## src/rtl/chanarb_pkg.sv

```systemverilog
// chanarb_pkg: state encodings, header field positions and block-size
// constants shared by the channel arbiter and its round-robin encoder.
package chanarb_pkg;

    typedef enum logic [3:0] {
        S_IDLE = 4'b0001,
        S_HEAD = 4'b0010,
        S_COPY = 4'b0100,
        S_TAIL = 4'b1000
    } state_t;

    localparam int WW         = 16;
    localparam int HDR_SIG    = 15;
    localparam int HDR_TYPE   = 14;
    localparam int HDR_NUM_HI = 13;
    localparam int HDR_NUM_LO = 8;
    localparam int HDR_LEN_HI = 7;
    localparam int HDR_LEN_LO = 0;

    localparam int MAX_BLK = 257;
    localparam int REM_W   = $clog2(MAX_BLK);

    // Words remaining after the header: L for self trigger, L+1 for master.
    function automatic logic [REM_W-1:0] blk_rem(input logic [WW-1:0] hdr);
        return REM_W'(hdr[HDR_LEN_HI:HDR_LEN_LO]) + REM_W'(hdr[HDR_TYPE]);
    endfunction

endpackage

```

## src/rtl/chanarb_rr.sv

```systemverilog
// chanarb_rr: round-robin priority encoder. The search starts one above the
// last granted channel and wraps, so the last winner has lowest priority.
module chanarb_rr #(
    parameter int NCH = 16,
    parameter int LW  = 4
) (
    input  logic [NCH-1:0] req,
    input  logic [LW-1:0]  last,
    output logic [LW-1:0]  gnt,
    output logic           any
);

    // Scan from the farthest offset down so the nearest requester wins.
    always_comb begin
        int s;
        logic [LW-1:0] idx;
        gnt = '0;
        any = 1'b0;
        s   = 0;
        idx = '0;
        for (int i = NCH; i >= 1; i--) begin
            s = int'(last) + i;
            if (s >= NCH) s = s - NCH;
            idx = s[LW-1:0];
            if (req[idx]) begin
                gnt = idx;
                any = 1'b1;
            end
        end
    end

endmodule

```

## src/rtl/chanarb.sv

```systemverilog
// chanarb: merges complete event blocks from NCH channel stages into one
// 16-bit word stream, one whole block at a time, round-robin between channels.
// Optional macro CHANARB_ERRCHK_EN enables header/data format checks and the
// saturating errcnt; without it errcnt is tied to zero.
module chanarb
    import chanarb_pkg::*;
#(
    parameter int NCH = 16
) (
    input  logic              clk,
    input  logic              rst,
    input  logic [NCH-1:0]    req,
    output logic [NCH-1:0]    ack,
    input  logic [16*NCH-1:0] din,
    input  logic              ofull,
    output logic [15:0]       odata,
    output logic              ovalid,
    output logic              busy,
    output logic [15:0]       errcnt
);

    localparam int LW = (NCH > 1) ? $clog2(NCH) : 1;

    state_t           state, nxt;
    logic [LW-1:0]    gch, last, rr_gnt;
    logic             rr_any;
    logic [REM_W-1:0] rem;
    logic [WW-1:0]    cur;
    logic             ack_on, hdr_bad, vld_d;

    chanarb_rr #(.NCH(NCH), .LW(LW)) u_rr (
        .req  (req),
        .last (last),
        .gnt  (rr_gnt),
        .any  (rr_any)
    );

    // Word currently presented by the granted channel.
    assign cur    = din[{gch, 4'b0000} +: WW];
    assign ack_on = (state == S_HEAD) || (state == S_COPY);
    assign busy   = (state != S_IDLE);

    // Ack is decoded from the state register so reset drops it at once.
    always_comb begin
        ack = '0;
        if (ack_on) ack[gch] = 1'b1;
    end

    // Next-state: a granted block always runs to its end once started.
    always_comb begin
        nxt = state;
        unique case (state)
            S_IDLE: if (rr_any && !ofull) nxt = S_HEAD;
            S_HEAD: begin
                if (hdr_bad)                 nxt = S_IDLE;
                else if (blk_rem(cur) == '0) nxt = S_TAIL;
                else                         nxt = S_COPY;
            end
            S_COPY: if (rem == REM_W'(1)) nxt = S_TAIL;
            S_TAIL: nxt = S_IDLE;
            default: nxt = S_IDLE;
        endcase
    end

    // State register, grant latch, remaining-word counter, round-robin pointer.
    always_ff @(posedge clk or posedge rst) begin
        if (rst) begin
            state <= S_IDLE;
            gch   <= '0;
            last  <= LW'(NCH - 1);
            rem   <= '0;
        end else begin
            state <= nxt;
            unique case (state)
                S_IDLE: if (rr_any && !ofull) gch <= rr_gnt;
                S_HEAD: begin
                    rem <= blk_rem(cur);
                    if (hdr_bad) last <= gch;
                end
                S_COPY: rem <= rem - 1'b1;
                S_TAIL: last <= gch;
                default: ;
            endcase
        end
    end

    // Output datapath: an acked word shows up on din one cycle later and is
    // registered out the cycle after, so ovalid trails ack by two cycles.
    always_ff @(posedge clk or posedge rst) begin
        if (rst) begin
            odata  <= '0;
            vld_d  <= 1'b0;
            ovalid <= 1'b0;
        end else begin
            odata  <= cur;
            vld_d  <= ack_on && !((state == S_HEAD) && hdr_bad);
            ovalid <= vld_d;
        end
    end

`ifdef CHANARB_ERRCHK_EN
    logic hdr_d, dat_err;

    assign hdr_bad = ~cur[HDR_SIG];
    // Data words (not the header) must keep their top nibble clear.
    assign dat_err = vld_d & ~hdr_d & (|cur[15:12]);

    // Saturating format-error counter; the two error sources never coincide.
    always_ff @(posedge clk or posedge rst) begin
        if (rst) begin
            hdr_d  <= 1'b0;
            errcnt <= '0;
        end else begin
            hdr_d <= (state == S_HEAD);
            if ((((state == S_HEAD) && hdr_bad) || dat_err) && (errcnt != 16'hFFFF))
                errcnt <= errcnt + 16'd1;
        end
    end
`else
    assign hdr_bad = 1'b0;
    assign errcnt  = '0;
`endif

endmodule

```

## config.mk

```make
export PLATFORM = sky130hd
export DESIGN_NAME = chanarb
export DESIGN_NICKNAME = d
export VERILOG_FILES = /design/src/rtl/chanarb_pkg.sv /design/src/rtl/chanarb_rr.sv /design/src/rtl/chanarb.sv
export SDC_FILE = /design/constraint.sdc
export NUM_CORES = 1
export LEC_CHECK = 0
export ABC_AREA = 1
export BUFFER_PORTS_ARGS = -buffer_cell sky130_fd_sc_hd__buf_2
export CAP_MARGIN = 10
export CORE_AREA = 2 2 125 127
export DETAILED_ROUTE_END_ITERATION = 10
export DIE_AREA = 0 0 127 129
export GPL_TIMING_DRIVEN = 0
export PLACE_DENSITY_LB_ADDON = 0.15
export SKIP_LAST_GASP = 1
export SYNTH_ARGS = -nofsm -noshare
export SYNTH_HDL_FRONTEND = slang
export SYNTH_SLANG_ARGS = --single-unit
```

## constraint.sdc

```tcl
create_clock -name clk -period 3.9 [get_ports clk]
set_input_delay 0.195 -clock clk [delete_from_list [all_inputs] [get_ports clk]]
set_output_delay 0.195 -clock clk [all_outputs]
set_load 0.01 [all_outputs]
```

* After elaboration in Yosys (flattened, before gate mapping)
Index checks and enable logic that the tools add are counted.
** Storage, ports and cells
- Bits of input ports :: 275
- Output and inout port bits :: 50
- Logic and storage cells :: 180
- Register bits :: 39
** Operators by class
- Shift-type cells :: 1
- Reduce and logical (&&, ||, !) cells :: 8
- Order comparisons :: 34
- Eq/ne operators :: 8
- Add/subtract/negate cells :: 34
- Mux-type cells :: 88
** Operators by type and width (number)
- 256-bit by 9-bit indexed part select with 16-bit output :: 1
- 4-bit 2-to-1 mux :: 35
- 4-bit by 5-bit < comparator with 1-bit output, second input constant :: 17
- 5-bit greater-or-equal comparator, second input constant :: 15
- 1-bit binary-select mux with 4-bit select :: 16
- 4-bit by 1-bit subtractor with 4-bit output, second input constant :: 16
- 4-bit by 4-bit adder with 5-bit output, second input constant :: 8
- 1-bit 2-to-1 mux :: 33
- 4-bit by 3-bit adder with 5-bit output, second input constant :: 4
- 9-bit one-hot mux with 2 select lines :: 1
- 16-bit 2-to-1 mux :: 1
- 4-bit one-hot mux with 3 select lines :: 1
- 4-bit by 2-bit adder with 5-bit output, second input constant :: 2
- 8-bit by 1-bit adder with 9-bit output :: 1
- 9-bit by 1-bit == test with 1-bit output, second input constant :: 1
- 9-bit logical NOT :: 1
- 9-bit by 1-bit subtractor with 9-bit output, second input constant :: 1
- 4-bit by 5-bit adder with 6-bit output, second input constant :: 1
- 6-bit by 5-bit greater-or-equal comparator with 1-bit output, second input constant :: 1
- 4-bit by 1-bit adder with 5-bit output, second input constant :: 1
- 1-bit demux with 4-bit select :: 1
- 4-bit by 1-bit == test with 1-bit output, second input constant :: 1
- 4-bit by 2-bit == test with 1-bit output, second input constant :: 1
- 4-bit by 3-bit == test with 1-bit output, second input constant :: 1
- 10 further kinds :: 12

* Longest topological paths before layout
- Word-level depth :: 24
- Depth in mapped cells :: 30

* Cells and area by module
Synthesis repeated with hierarchy kept, for this count alone.
** Second synthesis, totals
- Cells, all modules :: 1040
- Area total of the unflattened synthesis :: 5950.7 µm²
** By module, submodules not included
- chanarb :: cells each 689, times used 1, area each 4262.8 µm²
- chanarb_rr :: cells each 351, times used 1, area each 1687.9 µm²

* Worst setup path before layout
OpenSTA, ideal clock, no wires.
- Path type :: register -> register
- From :: register gch[0]
- To :: register state[2]
- Data required time :: 3.776 ns
- Stages on the path, launching flop included :: 19
- Arrival :: 3.044 ns
- Library setup time :: 0.124 ns
- Slack :: 0.731 ns
- Cells stage by stage :: dfrtp_1 -> inv_1 -> nor2_1 -> buf_2 -> buf_4 -> clkbuf_1 -> clkbuf_1 -> a22oi_1 -> a21oi_1 -> or4_1 -> ha_1 -> ha_1 -> xnor2_1 -> nor3_1 -> nand2_1 -> nor2_1 -> nand3_1 -> nand2_1 -> nand2_1
** On the way
- Longest elaborated chain between the ends :: 5
** Ends and longest elaborated chain
- start: declaration :: line chanarb.sv:25 : logic [LW-1:0] gch, last, rr_gnt;
- start signal: assignment :: line chanarb.sv:75 : S_IDLE: if (rr_any && !ofull) gch <= rr_gnt;
- 256-bit by 9-bit indexed part select with 16-bit output :: line chanarb.sv:39 : assign cur = din[{gch, 4'b0000} +: WW];
- via cur[0] :: line chanarb.sv:28 : logic [WW-1:0] cur;
- 8-bit by 1-bit adder with 9-bit output :: line chanarb_pkg.sv:25 : return REM_W'(hdr[HDR_LEN_HI:HDR_LEN_LO]) + REM_W'(hdr[HDR_TYPE]);
- 9-bit logical NOT :: line chanarb.sv:56 : else if (blk_rem(cur) == '0) nxt = S_TAIL;
- 4-bit 2-to-1 mux :: line chanarb.sv:56
- 4-bit one-hot mux with 3 select lines :: line chanarb.sv:52 : unique case (state)
- end signal: assignment :: line chanarb.sv:73 : state <= nxt;
- end: declaration :: line chanarb.sv:24 : state_t state, nxt;
The timed path passes the listed nets, and every way through them passes these cells.
A chain may end at the register's enable or synchronous reset.

* Final worst setup path
Ends and elaborated chain as after synthesis.

==> impl_metrics.json <==
{
  "finalPower_mw": 6.30,
  "synth_top_cell_by_area": "a22oi_1",
  "cap_viol_max_count": 0,
  "grt_pass1_wl_um": 38200,
  "finalInstanceArea_um2": 7260,
  "drive_gt1_frac": 0.353,
  "cts_root_buffer": "clkbuf_16",
  "synth_seq_cells": 39,
  "antenna_cells": 0,
  "skew_ns": 0.00513,
  "period_share": 0.967,
  "rows": 45,
  "async_reset_ff_frac": 1.00,
  "nFillCells": 1709,
  "core_area_um2": 15000,
  "yosysMostFrequentCell": "nand2_1",
  "drt-vias-per-instance": 5.42,
  "clkTransAtPathRegs_ns": 0.06,
  "die_w_um": 127,
  "cts_htree_levels": 2,
  "criticalPathCategory": "flop to flop",
  "die_area_um2": 16400,
  "crit_buf_inv": 4,
  "final_antenna_net_count": 0,
  "clock-sinks": 39,
  "synth_cells": 839,
  "met2_wirelength_um": 11100,
  "ys_seq_area_frac": 0.187,
  "dr.pass1.iters": 5,
  "fmax_mhz": 265,
  "relSlewSlack": 0.440,
  "wl_um": 26300,
  "power.leakage_nw": 3.96,
  "finalHoldViolCount": 0,
  "routedLengthMet1_um": 11600,
  "cpMostUsedCell": "nand2_1",
  "status": "finished, final reports clean",
  "cts_buffers": 5,
  "initial_utilization": 0.351,
  "arrival_ns": 3.93,
  "antenna_found_initial": 0,
  "cp_num_cells": 17,
  "post_cts_buffers": 0,
  "report.final.slew_viol_count": 0,
  "multi_input_area_um2": 3680,
  "insertion_delay_ns": 0.28,
  "io_pins": 325,
  "synth_edf_count": 0,
  "synth.avg_cell_area_um2": 6.27,
  "max_stage_delay_ns": 0.58,
  "period_needed_ns": 3.77,
  "register_area_um2": 982,
  "numPortBuffers": 308,
  "wl_per_cell_um": 19.5,
  "crit_family": "simple AND/OR/NAND/NOR gates",
  "dpl.hpwl_um": 22100,
  "syn-cell-area_um2": 5260,
  "worst_pin_slew_ns": 0.839,
  "critPathSlowestCell": "or4_1",
  "rr_worst_depth": 17,
  "drt_iter0_drc": 648,
  "vdd_drop_max_mv": 0.409,
  "nets": 1450,
  "clockBufferDepth": 2,
  "synth_top_area_frac": 0.178,
  "yosysWarnings": 0,
  "grt_setup_unrepaired": "false",
  "grt_pass1_vias": 6732,
  "start_kind": "flop",
  "hold_class": "primary input to async pin",
  "wl_met3_um": 3230,
  "area_growth_pct": 38.2,
  "drcViolationCount": 0,
  "grt_overflow": 0,
  "endpoint_kind": "flop",
  "cts_tree": "built",
  "setup_violations": 0,
  "netlist-cell-type-count": 43,
  "synth_area_leaders": "a22oi_1 (18%), dfrtp_1 (16%), nand2_1 (16%)",
  "ys.flop_type": "dfrtp_1",
  "grt_usage": 0.306,
  "power.density_nw_per_um2": 867,
  "top_layer": "met4",
  "ys_top_cells_by_count": "nand2_1 (226), a22oi_1 (125), a21oi_1 (90), nand3_1 (75), inv_1 (59)",
  "worstPathRequired_ns": 4.06,
  "crit_fanout": 19,
  "grt_max_degree": 40,
  "worstPathCellList": "inv_1 -> nor2_1 -> buf_2 -> buf_4 -> buf_2 -> a22oi_1 -> a21oi_1 -> or4_1 -> ha_1 -> ha_1 -> nand3_2 -> xor2_1 -> nand2_1 -> nor2_1 -> nand3_1 -> nand2_1 -> nand2_1",
  "dieHeight_um": 129,
  "gp_congestion": 1.01,
  "dpl_cell_area_um2": 7090,
  "vias": 7337
}
==> cells in the final DEF (no fill, tap or decap), drive strengths merged <==
master    n
clkbuf   18
nand2   235
xor2      9
nand4     6
inv      73
a31oi     2
xnor2     7
a31o      1
o221ai    4
dfstp     5
conb     16
o21a      2
bufinv    1
dfrtp    34
o21ai    18
or2       2
nor3      4
ha       11
a22oi   129
nor2     44
nor4      3
a211oi    1
nand3b    2
a21oi    91
buf     353
or4      11
o31ai     1
nand3    78
clkinv    3
o22ai     1
==> per-layer routing <==
metal  GRT usage  vias up
met1       0.443     3347
met5           0        -
met4      0.0666        0
met3       0.105       43
li1            -     3543
met2       0.437      404
==> worst paths after layout <==
check / start / endpoint / slack [ns]
min in group clk: ofull / state[0] / 0.31
hold / removal: rst / odata[2] / 0.08
hold reg to reg: vld_d / ovalid / 0.35
setup reg to reg: gch[0] / state[2] / 0.13
setup / recovery: gch[0] / state[2] / 0.13
max in group asynchronous: rst / state[3] / 3.29
==> metrics by stage <==
stage,setup slack [ns],util,setup TNS (ns),cells,hold slack [ns]
final,0.130,0.485,0,1353,0.0840
after CTS,0.00610,0.485,0,1357,0.106
after global routing,0.0419,0.485,0,1353,0.164
after global placement,-0.190,0.473,-0.510,1350,0.337
after floorplan,0.731,-,0,854,0.331
after detailed placement,-0.198,0.473,-0.544,1350,0.336
==> layout make-up <==
cell class | count | area share
Timing Repair Buffer | 308 | 0.212
Sequential cell | 39 | 0.135
Tap cell | 188 | 0.0324
Inverter | 75 | 0.0388
Buffer | 57 | 0.0505
Clock buffer | 6 | 0.0191
Multi-Input combinational cell | 678 | 0.507
Clock inverter | 2 | 0.00482
==> flip-flops by register name (all words and copies together), names as in the netlist <==
register,flops
last,4
gch,4
rem,9
ovalid,1
state,4
vld_d,1
odata,16
==> worst reg2reg max path, cell delays in order, from the launching register on <==
cell and delay, ns:
dfrtp_1 0.40, inv_1 0.13, nor2_1 0.07, buf_2 0.21, buf_4 0.26, buf_2 0.25, a22oi_1 0.36, a21oi_1 0.11
or4_1 0.58, ha_1 0.26, ha_1 0.22, nand3_2 0.09, xor2_1 0.27, nand2_1 0.09, nor2_1 0.13, nand3_1 0.10
nand2_1 0.07, nand2_1 0.05
==> power breakdown <==
part           leakage [nW]  internal, mW  switching (mW)
logic                  3.39          1.70            3.40
clock network        0.0868         0.318           0.165
registers             0.476         0.613           0.104
total                  3.96          2.63            3.67
==> cell families (layout without fill, tap and decap cells) <==
family                   count (synthesis)  after routing  synth area share
AO/OA/AOI/OAI                          250            250             0.311
XOR/XNOR                                16             16            0.0324
adder cells (fa/ha/maj)                 11             11            0.0262
buffers and inverters                  137            448             0.124
flip-flops                              39             39             0.187
other                                    1             16          0.000713
AND/OR/NAND/NOR                        385            385             0.319
==> what timing repair did <==
item | 4_1_cts | 5_1_grt
setup endpoints to repair | 4 | 8
hold buffers | 0 | 0
gates resized for setup | 5 | 10
Note: power is estimated with default switching activity, not from simulation.
